## config.mk

```make
export PLATFORM = sky130hd
export DESIGN_NAME = fetch_unit
export DESIGN_NICKNAME = d
export VERILOG_FILES = /design/src/rtl/fetch_unit.sv
export SDC_FILE = /design/constraint.sdc
export NUM_CORES = 1
export LEC_CHECK = 0
export ABC_AREA = 1
export ABC_CLOCK_PERIOD_IN_PS = 1320
export CAP_MARGIN = 20
export CORE_ASPECT_RATIO = 0.8
export CORE_MARGIN = 3
export CORE_UTILIZATION = 39
export CTS_CLUSTER_SIZE = 25
export DETAILED_ROUTE_END_ITERATION = 16
export PLACE_DENSITY = 0.76
export SLEW_MARGIN = 20
export SYNTH_ARGS = -nofsm -noshare
export SYNTH_HDL_FRONTEND = slang
export SYNTH_SLANG_ARGS = --single-unit
```

## constraint.sdc

```tcl
create_clock -name clk -period 1.32 [get_ports clk]
set_clock_uncertainty 0.05 [all_clocks]
set_input_delay 0.132 -clock clk [delete_from_list [all_inputs] [get_ports clk]]
set_output_delay 0.132 -clock clk [all_outputs]
set_load 0.005 [all_outputs]
```

## src/rtl/fetch_unit.sv

```systemverilog
// Instruction-fetch front end: owns the PC, drives the instruction-memory address and
// fills the IF/ID register. Optional macro FETCH_WRAP_EN restarts at RESET_PC instead of stopping.
//
// state | meaning
// RUN   | fetching; handles branch redirect, stall and end-of-program detection
// DONE  | program finished; pc frozen, IF/ID empty, only reset leaves
module fetch_unit #(
    parameter int PC_WIDTH = 8,
    parameter int RESET_PC = 0,
    parameter int PC_STEP  = 2,
    parameter int PROG_END = 16
) (
    input  logic                clk,
    input  logic                reset,
    input  logic                stall,
    input  logic                branch_taken,
    input  logic [PC_WIDTH-1:0] branch_target,
    input  logic [3:0]          im_opcode,
    input  logic [3:0]          im_a,
    input  logic [3:0]          im_b,
    input  logic [3:0]          im_w,
    output logic [PC_WIDTH-1:0] pc,
    output logic                ifid_valid,
    output logic [PC_WIDTH-1:0] ifid_pc,
    output logic [3:0]          ifid_opcode,
    output logic [3:0]          ifid_a,
    output logic [3:0]          ifid_b,
    output logic [3:0]          ifid_w,
    output logic [7:0]          ifid_fetch_count,
    output logic                done
);

    typedef enum logic {RUN, DONE} state_t;

    localparam logic [PC_WIDTH-1:0] RESET_PC_V = RESET_PC[PC_WIDTH-1:0];
    localparam logic [PC_WIDTH-1:0] STEP_V     = PC_STEP[PC_WIDTH-1:0];
    // One extra bit so PROG_END == 2^PC_WIDTH still compares correctly.
    localparam logic [PC_WIDTH:0]   END_X      = PROG_END[PC_WIDTH:0];

    state_t              state, state_nxt;
    logic [PC_WIDTH-1:0] pc_nxt;
    logic                valid_nxt;
    logic [PC_WIDTH-1:0] ifid_pc_nxt;
    logic [3:0]          opcode_nxt, a_nxt, b_nxt, w_nxt;
    logic [7:0]          count_nxt;
    logic                past_end;

    assign past_end = ({1'b0, pc} >= END_X);

    always_ff @(posedge clk) begin
        if (reset) begin
            state            <= RUN;
            pc               <= RESET_PC_V;
            ifid_valid       <= 1'b0;
            ifid_pc          <= '0;
            ifid_opcode      <= '0;
            ifid_a           <= '0;
            ifid_b           <= '0;
            ifid_w           <= '0;
            ifid_fetch_count <= '0;
        end else begin
            state            <= state_nxt;
            pc               <= pc_nxt;
            ifid_valid       <= valid_nxt;
            ifid_pc          <= ifid_pc_nxt;
            ifid_opcode      <= opcode_nxt;
            ifid_a           <= a_nxt;
            ifid_b           <= b_nxt;
            ifid_w           <= w_nxt;
            ifid_fetch_count <= count_nxt;
        end
    end

    always_comb begin
        state_nxt   = state;
        pc_nxt      = pc;
        valid_nxt   = ifid_valid;
        ifid_pc_nxt = ifid_pc;
        opcode_nxt  = ifid_opcode;
        a_nxt       = ifid_a;
        b_nxt       = ifid_b;
        w_nxt       = ifid_w;
        count_nxt   = ifid_fetch_count;

        case (state)
            RUN: begin
                if (branch_taken) begin
                    pc_nxt    = {branch_target[PC_WIDTH-1:1], 1'b0};
                    valid_nxt = 1'b0;
                end else if (stall) begin
                    // everything holds
                end else if (past_end) begin
                    valid_nxt = 1'b0;
`ifdef FETCH_WRAP_EN
                    pc_nxt    = RESET_PC_V;
`else
                    state_nxt = DONE;
`endif
                end else begin
                    opcode_nxt  = im_opcode;
                    a_nxt       = im_a;
                    b_nxt       = im_b;
                    w_nxt       = im_w;
                    ifid_pc_nxt = pc;
                    valid_nxt   = 1'b1;
                    pc_nxt      = pc + STEP_V;
                    if (ifid_fetch_count != 8'hFF)
                        count_nxt = ifid_fetch_count + 8'd1;
                end
            end
            DONE: begin
                valid_nxt = 1'b0;
            end
            default: begin
                state_nxt = RUN;
            end
        endcase
    end

    assign done = (state == DONE);

endmodule

```

======== Word-level counts from Yosys, hierarchy flattened ========
Cells that the tools add are included.
word-level totals
  flip-flop bits (word level) ............. 42
  input bits .............................. 28
cells by class
  add/subtract/negate cells ............... 2
  $lt $le $gt $ge ......................... 1
  eq/ne operators ......................... 4
  multiplexer cells ....................... 11
  bitwise operators ....................... 4
  reduce and logical (&&, ||, !) cells .... 3
operators with widths
  cell                                                   count
  2-to-1 mux 8 bit                                       3
  adder 8 x 1 -> 8 bit, second input constant            1
  adder 8 x 2 -> 8 bit, second input constant            1
  >= comparator 8 x 5 -> 1 bit, second input constant    1
  inequality test 8 bit, second input constant           1
  2-to-1 mux 1 bit                                       7
  AND reduction 5 bit                                    1
  inverter 1 bit                                         4
  AND reduction 4 bit                                    1
  inequality test 3 bit, second input constant           1
  AND reduction 3 bit                                    1
  inequality test 2 x 1 -> 1 bit, second input constant  1
  inequality test 2 bit, second input constant           1
  case mux 1 bit (2 select lines)                        1

======== Logic depth before layout (Yosys ltp) ========
  depth after elaboration ................. 5
  mapped depth ............................ 10
  mapped depth without buffers ............ 10

======== Worst setup path before layout ========
Ideal clock, no wire load.
  kind .................................... reg-to-reg
  from .................................... reg ifid_fetch_count[0]
  to ...................................... reg ifid_fetch_count[5]
  arrival time ............................ 1241 ps
  data required time ...................... 1146 ps
  setup slack ............................. -95 ps
  cell stages (with the launch flop) ...... 11
  path buffers ............................ 0
  period minus slack after synthesis ...... 1415 ps
  path through ............................ dfxtp_1 ha_1 nand2_1 nor2_1 nand2_1 nand2_4 clkinv_2 nand2_1 nand2_1 nand2_1 nor2_2
on the way
  cells in the longest elaborated chain, start to end .. 2
  elaborated cells between the ends (all ways) .. 3
RTL lines
  element                                                       line  source
  start: declaration                                            29    output logic [7:0] ifid_fetch_count,
  start signal: assignment                                      70    ifid_fetch_count <= count_nxt;
  branches (longest 2 deep; another with adder 8 x 1 -> 8 bit)  --
Parallel ways; which one is timed is not known.
A chain may end at the register's enable or synchronous reset.

======== Worst setup path in the final report ========
  from .................................... reg pc[6]
  to ...................................... reg ifid_fetch_count[3]
on the way
  cells in the longest elaborated chain, start to end .. 3
RTL lines
  element                        line  source
  start: declaration             22    output logic [PC_WIDTH-1:0] pc,
  start signal: assignment       63    pc <= pc_nxt;
  >= comparator 8 x 5 -> 1 bit   48    assign past_end = ({1'b0, pc} >= END_X);
  inverter 1 bit (no line)       --
  AND reduction 5 bit (no line)  --
No other way between the ends.

==> qor.json <==
{
  "cts_root_buf": "clkbuf_8",
  "critPathLaunchType": "register",
  "total_switching_power_mw": 0.772,
  "fin_cells": 390,
  "grtUsageTotal": 0.188,
  "share_seq_of_total_power": 0.457,
  "synth.yosys.warnings": 0,
  "viasPerCell": 4.90,
  "dieWidth_um": 81.4,
  "hold_buffers": 0,
  "critical_path_arrival_ns": 1.49,
  "site_row_count": 21,
  "combinationalPowerShare": 0.219,
  "worstSetupPathType": "register to register",
  "crit_buf_inv": 0,
  "p_int_mw": 2.18,
  "floorplan.initialDensity": 0.414,
  "gp_congestion": 0.825,
  "ys_ff_latch": 40,
  "design.final.nets": 362,
  "critical-path-slowest-cell": "dfxtp_2",
  "fin_tns_setup_ns": -0.0724,
  "final.min_clock_period_ns": 1.38,
  "grt.busiest_layer": "met2",
  "cts.htree.levels": 2,
  "die_height_um": 66.3,
  "grt_antenna_before_repair": 0,
  "ys_seq_area_frac": 0.451,
  "numClockSinks": 40,
  "dp.cells": 374,
  "grt_max_degree": 24,
  "dp_worst_setup_slack_ns": -0.176,
  "share_clk_of_total_power": 0.324,
  "cts_tree": "built",
  "critical_path.max_stage_delay_ns": 0.34,
  "timing_hold_violations_final": 0,
  "synth.lib_cells_used.distinct": 29,
  "avgSynthCellArea_um2": 7.39,
  "timing.rr.start": "pc[6]",
  "critPathMaxFanout": 5,
  "wirelength_um": 4990,
  "swShare": 0.261,
  "worst_hold_slack_ns": 0.394,
  "first_global_vias": 1833,
  "report.final.setup_viol": 3,
  "final_max_slew_viol_count": 0,
  "postSynthCellCount": 240,
  "drive_gt1_frac": 0.246,
  "power.total_mw": 2.95,
  "holdCritStartpoint": "ifid_pc[6]",
  "syn-cell-area_um2": 1770,
  "critical_path.cell_chain": "nor2_4 -> nand2_4 -> nor2_8 -> nand2_2 -> nor3_1 -> nor2_1",
  "max_freq_mhz": 725,
  "wl_per_cell_um": 12.8,
  "use_met3": 0.0422,
  "portion_of_the_clock_cycle_consumed_by_the_worst_path_in_the_final_layout": 1.05,
  "post-route-drc-count": 0,
  "die_area_um2": 5400,
  "layout.filler_cells": 381,
  "rsz0062_at_grt": "true",
  "multi_input_area_um2": 938,
  "globalRouteMet1Util": 0.248,
  "failed_checks": "setup timing",
  "cts-buffers-inserted": 5,
  "half_perimeter_wire_length_after_placement_um": 3470,
  "vias": 1912,
  "cp.required_ns": 1.43,
  "clock_insertion_delay_worst_skew_ns": 0.28,
  "io_pins": 70,
  "detailed_routing_iteration_count_for_the_pre_antenna_repair_pass": 4,
  "grt-ovfl-total": 0,
  "worst_setup_path_startpoint": "pc[6]",
  "worst_path_dominant_cell_family": "simple AND/OR/NAND/NOR gates",
  "sequential_cell_area_um2": 828,
  "core_um2": 4280,
  "ant_nets": 0,
  "worst_ir_drop_vdd_mv": 0.812,
  "powerDensity_nw_per_um2": 1010,
  "grt_first_pass_wirelength_um": 7960,
  "n_antenna_cell": 0,
  "status": "finished with violations",
  "setup_ws_ns": -0.0600,
  "global_route.usage.met2": 0.311,
  "detailedRoute.firstIterationViolations": 84,
  "clkSlewWorstSetupHoldPaths_ns": 0.08,
  "flow.area_growth_from_synthesis_pct": 65.2,
  "maxCapViolations": 0,
  "placement.io_buffers": 66,
  "min-delay-path-class": "register to register",
  "ctsLongestPathBuffers": 2,
  "power.leakage_nw": 1.60,
  "cp-end-kind": "register"
}
## path summary, 6_finish.rpt
kind,end,depth (start not counted),slack (ns)
worst max-delay path,ifid_fetch_count[3],6,-0.06
worst min-delay path,ifid_pc[6],2,0.39
worst max register to register,ifid_fetch_count[3],6,-0.06
worst min register to register,ifid_pc[6],2,0.39
## worst reg2reg max path, stage by stage, from the launching register on
cell	delay, ns
dfxtp_2	0.34
nor2_4	0.15
nand2_4	0.10
nor2_8	0.15
nand2_2	0.11
nor3_1	0.26
nor2_1	0.10
## cells in the mapped netlist (all sizes together)
cell    number  area share
buf          7       0.026
nand2       45        0.10
a21oi       15       0.042
conb         1      0.0021
nand3        9       0.035
clkbuf       5       0.011
ha           2       0.014
nand4        1      0.0035
o21ai       32       0.090
a31oi        2      0.0071
dfxtp       40        0.45
nand3b       2      0.0085
a211oi       2      0.0085
inv         14       0.030
nor3        18       0.051
clkinv       2      0.0056
xor2         2      0.0099
nor2        41        0.10
## repair_timing
action,CTS,global route
setup endpoints to repair,30,54
pin swaps,2,10
cloned,1,0
setup buffers,6,1
resized for setup,36,44
## power groups by stage
stage / Clock [mW] / Combinational (mW) / Sequential, mW
CTS: 0.990 / 0.642 / 1.34
global route: 1.03 / 0.713 / 1.36
floorplan: 0 / 0.278 / 1.38
finish: 0.958 / 0.646 / 1.35
detailed placement: 0 / 0.663 / 1.37
global placement: 0 / 0.653 / 1.37
## through the flow
| step | util | cell area [µm²] |
|---|---|---|
| global route | 0.684 | 2930 |
| global placement | 0.614 | 2630 |
| detailed placement | 0.614 | 2630 |
| finish | 0.684 | 2930 |
| floorplan | - | 1800 |
| CTS | 0.654 | 2800 |
## registers in the layout (all words and copies together), names as in the netlist
name and flops:
ifid_a 4, ifid_b 4, done 1, ifid_w 4, ifid_pc 7, pc 7, ifid_fetch_count 8, ifid_valid 1
ifid_opcode 4
## placed cells by master (no fill, tap or decap), types with 2 or more instances in the layout
cell type,synthesis,final
dlymetal6s2s_1,0,19
nor3_1,18,17
nor2_2,3,3
o21ai_0,31,28
conb_1,1,2
dfxtp_2,0,22
clkinv_2,2,2
inv_1,13,13
dlygate4sd2_1,0,17
clkdlybuf4s50_1,0,30
a211oi_1,2,2
nand2_1,43,39
a21oi_1,15,14
a31oi_1,2,2
nand3_4,1,2
nand2_4,2,4
buf_4,3,27
nand3b_1,2,2
nand2_2,0,3
o21ai_1,1,4
nand3_1,7,6
dfxtp_1,40,18
nor2_4,0,4
nor2_1,37,33
xor2_1,2,2
clkbuf_8,0,5
## kinds of logic after synthesis
logic type,share of synthesized area
adders and majority gates,0.0141
DFF,0.451
and+or+nand+nor,0.302
xor gates and xnor gates,0.00987
other,0.00211
buffers and inverters,0.0726
AOI/OAI and AO/OA,0.148
## per-layer routing
layer | part of all wire | wire (µm) | up-vias
li1 | - | - | 972
met3 | 0.058 | 292 | 4
met4 | 0.0076 | 38 | 0
met2 | 0.49 | 2430 | 65
met5 | 0 | 0 | -
met1 | 0.45 | 2240 | 871
## layout make-up
cell class / instances / share of cell area
repair buffers: 95 / 0.313
clock inverters: 2 / 0.0120
multi-input cells: 174 / 0.320
clock buffers: 6 / 0.0248
inverters: 16 / 0.0235
well taps: 57 / 0.0243
flip-flops and latches: 40 / 0.283
Power figures use the tool's default switching activity.
